**src/rtl/key_evt_pkg.sv**
```systemverilog
// rtl/key_evt_pkg.sv - shared key indices, player ids and event record layout for the key scheduler
package key_evt_pkg;

    localparam int KEY_W     = 0;
    localparam int KEY_A     = 1;
    localparam int KEY_S     = 2;
    localparam int KEY_D     = 3;
    localparam int KEY_F     = 4;
    localparam int KEY_ENTER = 5;
    localparam int KEY_I     = 6;
    localparam int KEY_J     = 7;
    localparam int KEY_K     = 8;
    localparam int KEY_L     = 9;
    localparam int KEY_R     = 10;
    localparam int KEY_T     = 11;

    localparam int KEY_IDX_W = 4;
    // Record layout, msb to lsb: {key, player, repeat}
    localparam int EVT_W     = KEY_IDX_W + 2;

    localparam logic PLAYER_0 = 1'b0;
    localparam logic PLAYER_1 = 1'b1;

    function automatic logic [EVT_W-1:0] evt_pack(input logic [KEY_IDX_W-1:0] key,
                                                  input logic player,
                                                  input logic rpt);
        return {key, player, rpt};
    endfunction

endpackage

```
**src/rtl/key_event_fifo.sv**
```systemverilog
// rtl/key_event_fifo.sv - show-ahead synchronous event queue; a pop frees a slot for a same-cycle push
module key_event_fifo #(
    parameter int DEPTH = 4,
    parameter int W     = 6
) (
    input  logic                       clk,
    input  logic                       rst,
    input  logic                       i_push,
    input  logic [W-1:0]               i_push_data,
    input  logic                       i_pop,
    output logic [W-1:0]               o_pop_data,
    output logic                       o_full,
    output logic                       o_empty,
    output logic [$clog2(DEPTH):0]     o_level
);
    localparam int AW = $clog2(DEPTH);
    localparam logic [AW:0] FULL_CNT = (AW+1)'(DEPTH);

    logic [W-1:0]  r_mem [DEPTH];
    logic [AW-1:0] r_wr_ptr;
    logic [AW-1:0] r_rd_ptr;
    logic [AW:0]   r_count;
    logic          w_do_push;
    logic          w_do_pop;

    assign o_full     = (r_count == FULL_CNT);
    assign o_empty    = (r_count == '0);
    assign o_level    = r_count;
    assign o_pop_data = r_mem[r_rd_ptr];
    assign w_do_pop   = i_pop & ~o_empty;
    assign w_do_push  = i_push & (~o_full | w_do_pop);

    always_ff @(posedge clk or posedge rst) begin
        if (rst) begin
            for (int i = 0; i < DEPTH; i++) r_mem[i] <= '0;
            r_wr_ptr <= '0;
            r_rd_ptr <= '0;
            r_count  <= '0;
        end else begin
            if (w_do_push) begin
                r_mem[r_wr_ptr] <= i_push_data;
                r_wr_ptr        <= r_wr_ptr + AW'(1);
            end
            if (w_do_pop) r_rd_ptr <= r_rd_ptr + AW'(1);
            if (w_do_push && !w_do_pop)      r_count <= r_count + 1'b1;
            else if (!w_do_push && w_do_pop) r_count <= r_count - 1'b1;
        end
    end

endmodule

```
**src/rtl/key_event_scheduler.sv**
```systemverilog
// rtl/key_event_scheduler.sv - key press/repeat event generator with round-robin player arbitration
// Optional typematic auto-repeat: KEY_AUTOREPEAT_EN
module key_event_scheduler
    import key_evt_pkg::*;
#(
    parameter int NUM_KEYS      = 12,
    parameter int FIFO_DEPTH    = 4,
    parameter int TICK_DIV      = 100000,
    parameter int REPEAT_DELAY  = 400,
    parameter int REPEAT_PERIOD = 100
) (
    input  logic                          clk,
    input  logic                          rst,
    input  logic [NUM_KEYS-1:0]           key_vec,
    output logic                          evt_valid,
    input  logic                          evt_ready,
    output logic [3:0]                    evt_key,
    output logic                          evt_player,
    output logic                          evt_repeat,
    output logic [$clog2(FIFO_DEPTH):0]   fifo_level,
    output logic [7:0]                    drop_cnt
);
    localparam int HALF = NUM_KEYS / 2;

    logic                  r_armed;
    logic                  r_rr;
    logic [NUM_KEYS-1:0]   r_key_prev;
    logic [NUM_KEYS-1:0]   r_pending;
    logic [NUM_KEYS-1:0]   r_pend_rep;
    logic [7:0]            r_drop_cnt;

    logic [NUM_KEYS-1:0]   w_rise;
    logic [NUM_KEYS-1:0]   w_rep;
    logic [NUM_KEYS-1:0]   w_set;
    logic [NUM_KEYS-1:0]   w_grant;
    logic [NUM_KEYS-1:0]   w_coal;
    logic                  w_req0;
    logic                  w_req1;
    logic                  w_win_player;
    logic [3:0]            w_idx0;
    logic [3:0]            w_idx1;
    logic [3:0]            w_win_idx;
    logic                  w_grant_any;
    logic                  w_can_push;
    logic                  w_full;
    logic                  w_empty;
    logic [EVT_W-1:0]      w_push_data;
    logic [EVT_W-1:0]      w_head;
    logic [8:0]            w_drop_sum;

    assign w_rise = {NUM_KEYS{r_armed}} & key_vec & ~r_key_prev;

`ifdef KEY_AUTOREPEAT_EN
    localparam int PW = $clog2(TICK_DIV + 1);
    localparam int TW = $clog2(REPEAT_DELAY + 1);
    localparam logic [PW-1:0] PRE_MAX  = PW'(TICK_DIV - 1);
    localparam logic [TW-1:0] T_LAST   = TW'(REPEAT_DELAY - 1);
    localparam logic [TW-1:0] T_RELOAD = TW'(REPEAT_DELAY - REPEAT_PERIOD);

    logic [PW-1:0]       r_presc;
    logic [TW-1:0]       r_timer [NUM_KEYS];
    logic                w_tick;
    logic [NUM_KEYS-1:0] w_hit;

    assign w_tick = (r_presc == PRE_MAX);

    // The timer reloads on a hit even before arming so it can never run past REPEAT_DELAY
    always_comb begin
        w_hit = '0;
        for (int i = 0; i < NUM_KEYS; i++)
            w_hit[i] = w_tick & key_vec[i] & ~w_rise[i] & (r_timer[i] == T_LAST);
    end
    assign w_rep = w_hit & {NUM_KEYS{r_armed}};

    always_ff @(posedge clk or posedge rst) begin
        if (rst) begin
            r_presc <= '0;
            for (int i = 0; i < NUM_KEYS; i++) r_timer[i] <= '0;
        end else begin
            r_presc <= w_tick ? '0 : r_presc + 1'b1;
            for (int i = 0; i < NUM_KEYS; i++) begin
                if (w_rise[i] || !key_vec[i]) r_timer[i] <= '0;
                else if (w_hit[i])            r_timer[i] <= T_RELOAD;
                else if (w_tick)              r_timer[i] <= r_timer[i] + 1'b1;
            end
        end
    end
`else
    logic w_cfg_unused;
    assign w_cfg_unused = (TICK_DIV + REPEAT_DELAY + REPEAT_PERIOD) != 0;
    assign w_rep        = '0;
`endif

    assign w_set      = w_rise | w_rep;
    assign w_can_push = ~w_full | evt_ready;

    always_comb begin
        w_idx0 = '0;
        for (int i = HALF - 1; i >= 0; i--)
            if (r_pending[i]) w_idx0 = 4'(i);
        w_idx1 = '0;
        for (int i = NUM_KEYS - 1; i >= HALF; i--)
            if (r_pending[i]) w_idx1 = 4'(i);
        w_req0       = |r_pending[HALF-1:0];
        w_req1       = |r_pending[NUM_KEYS-1:HALF];
        w_win_player = (w_req0 && w_req1) ? r_rr : (w_req1 ? PLAYER_1 : PLAYER_0);
        w_win_idx    = (w_win_player == PLAYER_1) ? w_idx1 : w_idx0;
        w_grant_any  = (w_req0 | w_req1) & w_can_push;
        w_grant      = '0;
        if (w_grant_any) w_grant[w_win_idx] = 1'b1;
    end

    assign w_push_data = evt_pack(w_win_idx, w_win_player, r_pend_rep[w_win_idx]);
    assign w_coal      = w_set & r_pending & ~w_grant;

    always_comb begin
        w_drop_sum = {1'b0, r_drop_cnt};
        for (int i = 0; i < NUM_KEYS; i++)
            if (w_coal[i]) w_drop_sum = w_drop_sum + 9'd1;
    end

    always_ff @(posedge clk or posedge rst) begin
        if (rst) begin
            r_armed    <= 1'b0;
            r_rr       <= PLAYER_0;
            r_key_prev <= '0;
            r_pending  <= '0;
            r_pend_rep <= '0;
            r_drop_cnt <= '0;
        end else begin
            r_armed    <= 1'b1;
            r_key_prev <= key_vec;
            // A set in the grant cycle wins, so the bit survives as a second event
            r_pending  <= w_set | (r_pending & ~w_grant);
            r_pend_rep <= (w_set & w_rep & ~w_rise) | (r_pend_rep & ~w_set & ~w_grant);
            if (w_grant_any && w_req0 && w_req1) r_rr <= ~w_win_player;
            r_drop_cnt <= (w_drop_sum > 9'd255) ? 8'hFF : w_drop_sum[7:0];
        end
    end

    key_event_fifo #(
        .DEPTH (FIFO_DEPTH),
        .W     (EVT_W)
    ) u_fifo (
        .clk         (clk),
        .rst         (rst),
        .i_push      (w_grant_any),
        .i_push_data (w_push_data),
        .i_pop       (evt_ready),
        .o_pop_data  (w_head),
        .o_full      (w_full),
        .o_empty     (w_empty),
        .o_level     (fifo_level)
    );

    assign evt_valid  = ~w_empty;
    assign evt_key    = w_head[EVT_W-1:2];
    assign evt_player = w_head[1];
    assign evt_repeat = w_head[0];
    assign drop_cnt   = r_drop_cnt;

endmodule
```
**config.mk**
```make
export PLATFORM = sky130hd
export DESIGN_NAME = key_event_scheduler
export DESIGN_NICKNAME = d
export VERILOG_FILES = /design/src/rtl/key_evt_pkg.sv /design/src/rtl/key_event_fifo.sv /design/src/rtl/key_event_scheduler.sv
export SDC_FILE = /design/constraint.sdc
export NUM_CORES = 1
export LEC_CHECK = 0
export BUFFER_PORTS_ARGS = -buffer_cell sky130_fd_sc_hd__buf_4
export CELL_PAD_IN_SITES_DETAIL_PLACEMENT = 0
export CELL_PAD_IN_SITES_GLOBAL_PLACEMENT = 1
export CORE_MARGIN = 1
export CORE_UTILIZATION = 44
export DETAILED_ROUTE_END_ITERATION = 7
export PLACE_DENSITY_LB_ADDON = 0.1
export SLEW_MARGIN = 30
export SYNTH_ARGS = -nofsm -noshare
export SYNTH_HDL_FRONTEND = slang
export SYNTH_HIERARCHICAL = 1
export SYNTH_SLANG_ARGS = --single-unit
```
**constraint.sdc**
```tcl
create_clock -name clk -period 8.4 [get_ports clk]
set_clock_uncertainty 0.05 [all_clocks]
set_input_delay 1.68 -clock clk [delete_from_list [all_inputs] [get_ports clk]]
set_output_delay 1.68 -clock clk [all_outputs]
set_load 0.05 [all_outputs]
```
==> flow_summary_export.csv, run 1 <==
group,metric,value,unit
power,power_leakage,3.28,nW
yosys,syn_area,6140,um2
sta,fin_ws,-0.260,ns
yosys,synthCells,680,
final_layout,nFillCells,1224,
clocking,cts_tree,"yes",
yosys,yosysTopAreaCellShare,31.4,%
power,pwr_density_cell,446,nW/um2
setup_path,path_common_cell,"ha_1",
sta,worst_slew_pin_slew,0.814,ns
route,wl_per_cell,17.5,um
clocking,numCtsBuffers,9,
final_layout,area_growth,23.8,%
power,pwr-share-clk,11.2,%
setup_path,critPathCaptureType,"flop",
power,seq_power_share,18.8,%
sta,maxSlewHeadroom,45.7,%
global_routing,met2_usage,38.3,%
final_layout,nets,814,
setup_path,arrival,8.82,ns
clocking,clock-sinks,77,
clocking,clk_latency,0.35,ns
sta,slew_viol_final,0,
floorplanning,start_util,45.7,%
setup_path,path_buf_inv,4,
setup_path,rr_endpoint,"drop_cnt[1]",
floorplanning,die_x,120,um
final_layout,drive_gt1_share,29.1,%
min_path,hold_end,"u_fifo/r_mem[18]",
setup_path,max_stage_delay,0.38,ns
global_routing,grt_usage,24.5,%
power,p_sw,1.63,mW
sta,finalCriticalPeriod,8.66,ns
route,wirelength,16800,um
setup_path,required,8.56,ns
yosys,ys_ff_latch,77,
setup_path,worstReg2RegStart,"r_pending[6]",
clocking,clk_pin_slew,0.07,ns
placed_design,hpwl,13000,um
route,viasPerCell,5.81,
power,ir_drop,344,uV
sta,hold_violations,0,
global_routing,grt_use_met3,3.33,%
job,cap_violations,0,
route,drc,0,
sta,finalCritPeriodShare,103,%
final_layout,antenna_cells,0,
placed_design,preCtsSetupSlack,-0.689,ns
clocking,ctsLongestPathBuffers,2,
sta,setup_viol,8,
sta,max_freq,0.115,GHz
global_routing,grt_start_max_net_pins,47,
yosys,synthTopCellsByCount,"88 x nand2_1, 77 x dfrtp_1, 51 x nor2_1, 45 x xnor2_1, 30 x nand3_1",
setup_path,crit_path_start_kind,"input pin",
yosys,synth_warnings,6,
floorplanning,core.rowCount,42,
power,pwr-share-comb,70.0,%
placed_design,port_buffers,32,
setup_path,worst-setup-path-type,"input pin to flop",
global_routing,overflow,0,
yosys,yosysTopAreaCell,"dfrtp_1",
floorplanning,die_area,14400,um2
placed_design,place.gp.congestion,0.942,
yosys,synth_cell_types,93,
floorplanning,die_y,120,um
clocking,cts_root_buffer,"clkbuf_16",
route,num_vias,5585,
min_path,min_path_cells,1,
setup_path,cp.depth,42,
yosys,synthTopCellsByArea,"dfrtp_1 31%, xnor2_1 6.4%, nand2_1 5.4%",
sta,setup-tns-final,-1.68,ns
setup_path,cp_max_fo,8,
outcome,status,"finished, violations left",
global_routing,grt-busiest-layer,"met2",
outcome,violations,"negative setup slack",
global_routing,grt_pass1_wl,27600,um
yosys,synth_most_common_cell,"nand2_1",
route,firstDrtPassIters,5,
min_path,hold_start,"u_fifo/r_mem[18]",
yosys,synth-edff-count,0,
power,power,3.39,mW
yosys,synth_flop_cell,"dfrtp_1",
global_routing,grtUsageMet1,35.5,%
setup_path,rrSetupSlack,-0.03,ns
min_path,hold_path.class,"flop to flop",
floorplanning,io_pins,33,
setup_path,reg2reg_depth,43,
setup_path,cpMaxStageDelayCell,"or3_4",
yosys,seq_area_frac_synth,31.4,%
power,swShare,47.9,%
yosys,syn_avg_cell_area,9.03,um2
route,drt_iter0_drc,280,
route,drtAntennaViolNets,0,
yosys,synthArstFlopShare,100,%
setup_path,path_delay_family,"adder cells",
yosys,syn_nets,713,
floorplanning,coreArea,13500,um2
power,p_int,1.77,mW
sta,whs,0.454,ns
global_routing,antenna_found_initial,0,
global_routing,grt_pass1_vias,5394,
sta,rsz0062_at_grt,"yes",
clocking,cts_max_level,3,
## per-layer routing
metal | wire length, um | vias up
met2 | 7690 | 136
met3 | 796 | 15
li1 | - | 2686
met5 | 0 | -
met1 | 8160 | 2748
met4 | 197 | 0
## flip-flops by register name (all words and copies together), names as in the netlist
register         count
r_pend_rep          12
u_fifo/o_level       3
r_key_prev          12
r_armed              1
u_fifo/r_wr_ptr      2
u_fifo/r_mem        24
r_pending           12
u_fifo/r_rd_ptr      2
r_rr                 1
drop_cnt             8
## cells in the final DEF (no fill, tap or decap), drive strengths merged, types with 23 or more instances in the layout
cell type / instances
buf: 108
dfrtp: 77
mux2: 29
nand2: 89
nand3: 30
nor2: 51
xnor2: 48
xor2: 23
## what timing repair did
action	CTS	global route
hold buffers	0	0
pin swaps	14	15
endpoints found under the setup margin	8	8
resized for setup	16	9
setup buffers	11	4
## worst max path at each step
stage	slack [ns]	from	to
after global routing	-0.66	evt_ready	drop_cnt[1]
after CTS	-0.21	evt_ready	drop_cnt[1]
final	-0.26	key_vec[0]	drop_cnt[1]
after detailed placement	-0.69	evt_ready	drop_cnt[1]
after floorplan	-0.56	evt_ready	drop_cnt[1]
after global placement	-0.51	evt_ready	drop_cnt[1]
## cell families after synthesis
logic type               count (synthesis)  synth area share (%)
AND/OR/NAND/NOR                        295                  25.1
AO/OA/AOI/OAI                          134                  16.5
flip-flops                              77                  31.4
XOR/XNOR                                74                  11.8
multiplexers                            43                  8.88
buffers and inverters                   38                  2.44
adder cells (fa/ha/maj)                 18                  3.79
other                                    1                0.0610
## layout make-up
type	count	area [um2]	area share (%)
tap	176	220	2.90
timing repair buffer	108	818	10.8
sequential	77	1930	25.3
clock buffer	9	225	2.96
inverter	20	78.8	1.04
clock inverter	7	63.8	0.839
multi-input combinational	565	4270	56.2
## power by group through the flow
stage	clock, mW	sequential, mW	combinational (mW)
after floorplan	0	0.658	1.51
after global placement	0	0.634	2.14
after detailed placement	0	0.643	2.20
after CTS	0.387	0.637	2.28
after global routing	0.404	0.656	2.58
final	0.380	0.639	2.37
## per-stage QoR
stage          instances  utilization (%)  area [um2]
5_1_grt              962             56.5        7610
3_3_place_gp         931             52.6        7080
4_1_cts              958             55.9        7520
3_5_place_dp         931             52.6        7080
2_1_floorplan        680                -        6250
6_report             962             56.5        7610
(Power assumes the default switching activity.)
==> run 2: changes to the inputs <==
--- a/config.mk
+++ b/config.mk
@@ -9,7 +9,7 @@
 export CELL_PAD_IN_SITES_DETAIL_PLACEMENT = 0
 export CELL_PAD_IN_SITES_GLOBAL_PLACEMENT = 1
 export CORE_MARGIN = 1
-export CORE_UTILIZATION = 44
+export CORE_UTILIZATION = 29
 export DETAILED_ROUTE_END_ITERATION = 7
 export PLACE_DENSITY_LB_ADDON = 0.1
 export SLEW_MARGIN = 30
@@ -17,3 +17,4 @@
 export SYNTH_HDL_FRONTEND = slang
 export SYNTH_HIERARCHICAL = 1
 export SYNTH_SLANG_ARGS = --single-unit
+export TNS_END_PERCENT = 20
==> run 2 against run 1 <==
The flow still finishes with violations (negative setup slack). Register-to-register slack gained 0.18 ns. Combinational power about the same. Routed wire length increased by 7.4%. Sequential share of layout area fell by 0.30 points. Power decreased by 0.62%. Sequential power rose by 1%. Worst hold slack improved by 0.0022 ns. Cell area grew 1.2%. Global-route usage shrank 7.0 points. Setup slack better by 0.12 ns.
==> flow_summary_export.csv, run 2 (synthesized netlist as in run 1, its figures left out) <==
group,metric,value,unit
sta,slew_viol_final,0,
final_layout,area_growth,25.3,%
final_layout,nets,810,
sta,rsz0062_at_grt,"yes",
floorplanning,die_area,21800,um2
floorplanning,die_x,148,um
global_routing,grt_pass1_wl,29800,um
power,power_leakage,3.27,nW
setup_path,arrival,8.70,ns
outcome,violations,"negative setup slack",
final_layout,final_cell_mix,"101 x buf_4, 86 x nand2_1, 77 x dfrtp_1",
setup_path,cpMaxStageDelayCell,"or3_4",
placed_design,hpwl,14200,um
route,firstDrtPassIters,5,
route,drtAntennaViolNets,0,
floorplanning,io_pins,33,
sta,maxSlewHeadroom,42.3,%
sta,setup_viol,8,
clocking,numCtsBuffers,9,
setup_path,worst-setup-path-type,"input pin to flop",
final_layout,regMostFlops,"u_fifo/r_mem",
power,pwr_density_cell,438,nW/um2
global_routing,overflow,0,
setup_path,path_common_cell,"ha_1",
route,drc,0,
route,viasPerCell,5.18,
floorplanning,coreArea,20500,um2
power,power,3.37,mW
setup_path,reg2reg_depth,43,
sta,finalCriticalPeriod,8.54,ns
final_layout,final_common_cell,"buf_4",
placed_design,port_buffers,32,
setup_path,critPathCaptureType,"flop",
clocking,clock-sinks,77,
route,wirelength,18100,um
setup_path,required,8.55,ns
route,wl_per_cell,17.2,um
sta,fin_ws,-0.142,ns
final_layout,finalNonFillerCells,1052,
global_routing,grt_usage,17.5,%
final_layout,utilization,37.6,%
route,drt_iter0_drc,321,
setup_path,cp_max_fo,8,
setup_path,crit_path_start_kind,"input pin",
placed_design,preCtsSetupSlack,-0.720,ns
sta,max_freq,0.117,GHz
floorplanning,die_y,148,um
clocking,clk_latency,0.35,ns
final_layout,drive_gt1_share,28.4,%
placed_design,place.gp.congestion,0.843,
global_routing,grt_pass1_vias,5595,
clocking,cts_max_level,3,
outcome,status,"finished, violations left",
min_path,hold_path.class,"flop to flop",
power,ir_drop,191,uV
clocking,clk_pin_slew,0.07,ns
final_layout,antenna_cells,0,
clocking,ctsLongestPathBuffers,2,
clocking,cts_tree,"yes",
route,num_vias,5454,
sta,setup-tns-final,-0.570,ns
clocking,cts_root_buffer,"clkbuf_16",
sta,finalCritPeriodShare,102,%
setup_path,max_stage_delay,0.37,ns
final_layout,nFillCells,2094,
clocking,hold_buffers,0,
global_routing,antenna_found_initial,0,
floorplanning,start_util,30.0,%
global_routing,grt_start_max_net_pins,47,
final_layout,largest_reg_flops,24,
placed_design,place_inst,1031,
sta,worst_slew_pin_slew,0.857,ns
sta,hold_violations,0,
floorplanning,core.rowCount,52,
min_path,min_path_cells,1,
job,cap_violations,0,
==> run 2: timing repair <==
| action | CTS | global route |
|---|---|---|
| pin swaps | 13 | 10 |
| buffers inserted | 5 | 0 |
| setup endpoints to repair | 8 | 8 |
| resized for setup | 14 | 11 |
==> run 2: worst max-delay path, delay by kind of cell <==
family          cells  cell delay, ns
buf+inv             4            0.34
mux                 3            0.61
xor+xnor            3            0.46
fa+ha+maj           9            2.37
compound gates     14            1.59
simple gates        9            1.62
==> run 2: per-stage QoR <==
stage / cell area, um2 / hold WS, ns
after floorplan: 6250 / 0.425
after global placement: 7240 / 0.434
after detailed placement: 7250 / 0.442
after CTS: 7640 / 0.457
after global routing: 7700 / 0.473
final: 7700 / 0.457
==> run 2: routing by layer <==
metal  up-vias  global-route usage, %  wire length, um
met3        19                   2.87              535
met5         -                      0                0
met2        89                   27.8             8350
met4         0                   3.81              201
met1      2660                   24.8             9000
li1       2686                      -                -
==> run 2: layout make-up <==
| type | instances | area (um2) | area share [%] |
|---|---|---|---|
| inverters | 20 | 80.1 | 1.04 |
| flip-flops and latches | 77 | 1930 | 25.0 |
| well taps | 270 | 338 | 4.39 |
| multi-input cells | 565 | 4270 | 55.4 |
| clock inverters | 7 | 67.6 | 0.878 |
| repair buffers | 104 | 796 | 10.3 |
| clock buffers | 9 | 225 | 2.93 |
==> run 2: worst paths after layout <==
check | startpoint | end | slack (ns)
setup / recovery | key_vec[0] | drop_cnt[1] | -0.14
setup reg to reg | r_pending[6] | drop_cnt[1] | 0.15
hold / removal | u_fifo/r_mem[3] | u_fifo/r_mem[3] | 0.46
min in group asynchronous | rst | r_pend_rep[11] | 1.37
hold reg to reg | u_fifo/r_mem[3] | u_fifo/r_mem[3] | 0.46
max in group asynchronous | rst | u_fifo/r_wr_ptr[1] | 6.46
==> run 2: where the power goes <==
part	switching, mW	internal [mW]	total, mW
Sequential	0.153	0.494	0.647
Combinational	1.29	1.05	2.34
Clock	0.179	0.207	0.387
Total	1.62	1.75	3.37
==> run 3: changes to the inputs <==
==> constraint.sdc (replaced) <==
create_clock -name clk -period 11 [get_ports clk]
set_clock_uncertainty 0.05 [all_clocks]
set_input_delay 2.2 -clock clk [delete_from_list [all_inputs] [get_ports clk]]
set_output_delay 2.2 -clock clk [all_outputs]
set_load 0.05 [all_outputs]
==> run 3 against run 2 <==
The run now ends clean. Utilization is 3.5 points lower. Flip-flop and latch count stayed put. Die area stayed put. Via count is 5.2% lower. Clock power is 26% lower. Routed wire length is 4.0% lower. Combinational power is 38% lower. Sequential power is 23% lower. Cell area is 9.4% lower. Register-to-register slack better by 1.5 ns. Critical path type unchanged. Critical endpoint unchanged. Highest routed layer unchanged.
==> flow_summary_export.csv, run 3 (synthesized netlist as in run 1, its figures left out) <==
group,metric,value,unit
outcome,status,"complete, no violations",
sta,hold_violations,0,
setup_path,worstSetupEndpoint,"drop_cnt[1]",
sta,worst_slew_pin_slew,0.857,ns
clocking,numCtsBuffers,9,
setup_path,crit_path_start_kind,"input pin",
sta,rsz0062_at_grt,"no",
setup_path,required,11.16,ns
min_path,hold_path.class,"flop to flop",
final_layout,nets,743,
clocking,clk_pin_slew,0.07,ns
final_layout,largest_reg_flops,24,
placed_design,hpwl,13700,um
clocking,cts_tree,"yes",
floorplanning,coreArea,20500,um2
route,firstDrtPassIters,5,
route,viasPerCell,5.25,
route,wirelength,17400,um
power,pwr-share-clk,12.7,%
power,pwr_density_cell,320,nW/um2
setup_path,path_buf_inv,4,
setup_path,rrSetupSlack,1.65,ns
power,seq_power_share,22.3,%
setup_path,reg2reg_depth,43,
power,ir_drop,143,uV
job,cap_violations,0,
floorplanning,core.rowCount,52,
clocking,clk_latency,0.34,ns
setup_path,cp_max_fo,8,
clocking,cts_max_level,3,
setup_path,critPathCaptureType,"flop",
setup_path,cpMaxStageDelayCell,"or3_1",
final_layout,final_common_cell,"nand2_1",
final_layout,antenna_cells,0,
global_routing,grt_pass1_wl,27900,um
setup_path,path_common_cell,"ha_1",
route,num_vias,5169,
setup_path,rr_endpoint,"drop_cnt[1]",
route,drtAntennaViolNets,0,
clocking,clock-sinks,77,
floorplanning,die_area,21800,um2
placed_design,place.gp.congestion,0.822,
sta,setup_viol,0,
sta,setup-tns-final,0,ns
global_routing,grt_pass1_vias,5028,
final_layout,drive_gt1_share,17.6,%
final_layout,final_cell_mix,"88 x nand2_1, 77 x dfrtp_1, 51 x nor2_1",
setup_path,cp.depth,43,
placed_design,port_buffers,32,
sta,slew_viol_final,0,
setup_path,path_delay_family,"adder cells",
power,swShare,50.7,%
final_layout,area_growth,13.6,%
setup_path,arrival,10.38,ns
setup_path,critPathLaunch,"evt_ready",
final_layout,nFillCells,2115,
setup_path,max_stage_delay,0.38,ns
final_layout,regMostFlops,"u_fifo/r_mem",
clocking,ctsLongestPathBuffers,2,
sta,maxSlewHeadroom,42.3,%
clocking,hold_buffers,0,
setup_path,worstReg2RegStart,"r_pending[0]",
floorplanning,die_y,148,um
sta,whs,0.455,ns
route,drc,0,
power,p_sw,1.13,mW
floorplanning,io_pins,33,
floorplanning,die_x,148,um
floorplanning,start_util,30.0,%
route,drt_iter0_drc,418,
power,pwr-share-comb,65.0,%
power,power_leakage,2.87,nW
sta,max_freq,0.0979,GHz
global_routing,overflow,0,
global_routing,grt_start_max_net_pins,47,
global_routing,antenna_found_initial,0,
sta,finalCritPeriodShare,92.9,%
global_routing,grt_usage,16.6,%
clocking,cts_root_buffer,"clkbuf_16",
setup_path,worst-setup-path-type,"input pin to flop",
sta,finalCriticalPeriod,10.22,ns
power,p_int,1.10,mW
route,wl_per_cell,17.6,um
-- run 3: cell types whose count changed in the layout (fill, tap and decap cells not counted), sizes merged --
cell and delta:
buf -67, clkinv -1, clkinvlp +1
-- run 3: final cells by class --
type,count,area [um2],area share [%]
Sequential cell,77,1930,27.6
Inverter,20,77.6,1.11
Tap cell,270,338,4.84
Clock inverter,7,56.3,0.807
Timing Repair Buffer,37,278,3.98
Multi-Input combinational cell,565,4080,58.4
Clock buffer,9,225,3.23
-- run 3: power groups by stage --
stage          Combinational, mW  Clock [mW]  Sequential (mW)
2_1_floorplan               1.09           0            0.503
3_3_place_gp                1.44           0            0.500
3_5_place_dp                1.45           0            0.504
4_1_cts                     1.46       0.297            0.499
5_1_grt                     1.61       0.308            0.516
6_report                    1.45       0.285            0.498
-- run 3: repair_timing --
action	4_1_cts	5_1_grt
setup buffers	0	1
resized for setup	0	1
endpoints found under the setup margin	0	8
-- run 3: worst min-delay path by stage --
stage | startpoint | end | cells past startpoint
global route | u_fifo/r_mem[4] | u_fifo/r_mem[4] | 1
finish | u_fifo/r_mem[13] | u_fifo/r_mem[13] | 1
CTS | u_fifo/r_mem[13] | u_fifo/r_mem[13] | 1
detailed placement | u_fifo/r_mem[13] | u_fifo/r_mem[13] | 1
floorplan | u_fifo/r_mem[11] | u_fifo/r_mem[11] | 1
global placement | u_fifo/r_mem[4] | u_fifo/r_mem[4] | 1
-- run 3: routing by layer --
metal / wire length (um) / vias to the layer above / GRT usage, %
met5: 0 / - / 0
met4: 130 / 0 / 3.76
met3: 753 / 8 / 3.15
met2: 7510 / 110 / 24.7
met1: 8980 / 2496 / 24.7
li1: - / 2555 / -
-- run 3: worst register-to-register path, delay by kind of cell (launching register included) --
kind | cells | cell delay (ns)
buf+inv | 3 | 0.30
mux | 3 | 0.80
compound gates | 16 | 2.81
flops | 1 | 0.47
xor+xnor | 3 | 0.45
fa+ha+maj | 9 | 2.56
simple gates | 9 | 1.78
-- run 3: stage by stage --
step           cell area, um2  instances  setup WS (ns)  total power, mW  utilization (%)
2_1_floorplan            6140        680          0.973             1.59                -
3_3_place_gp             6680        968          0.362             1.94             32.6
3_5_place_dp             6680        968          0.211             1.96             32.6
4_1_cts                  6960        984          0.582             2.26             34.0
5_1_grt                  6980        985         0.0678             2.43             34.0
6_report                 6980        985          0.784             2.24             34.0
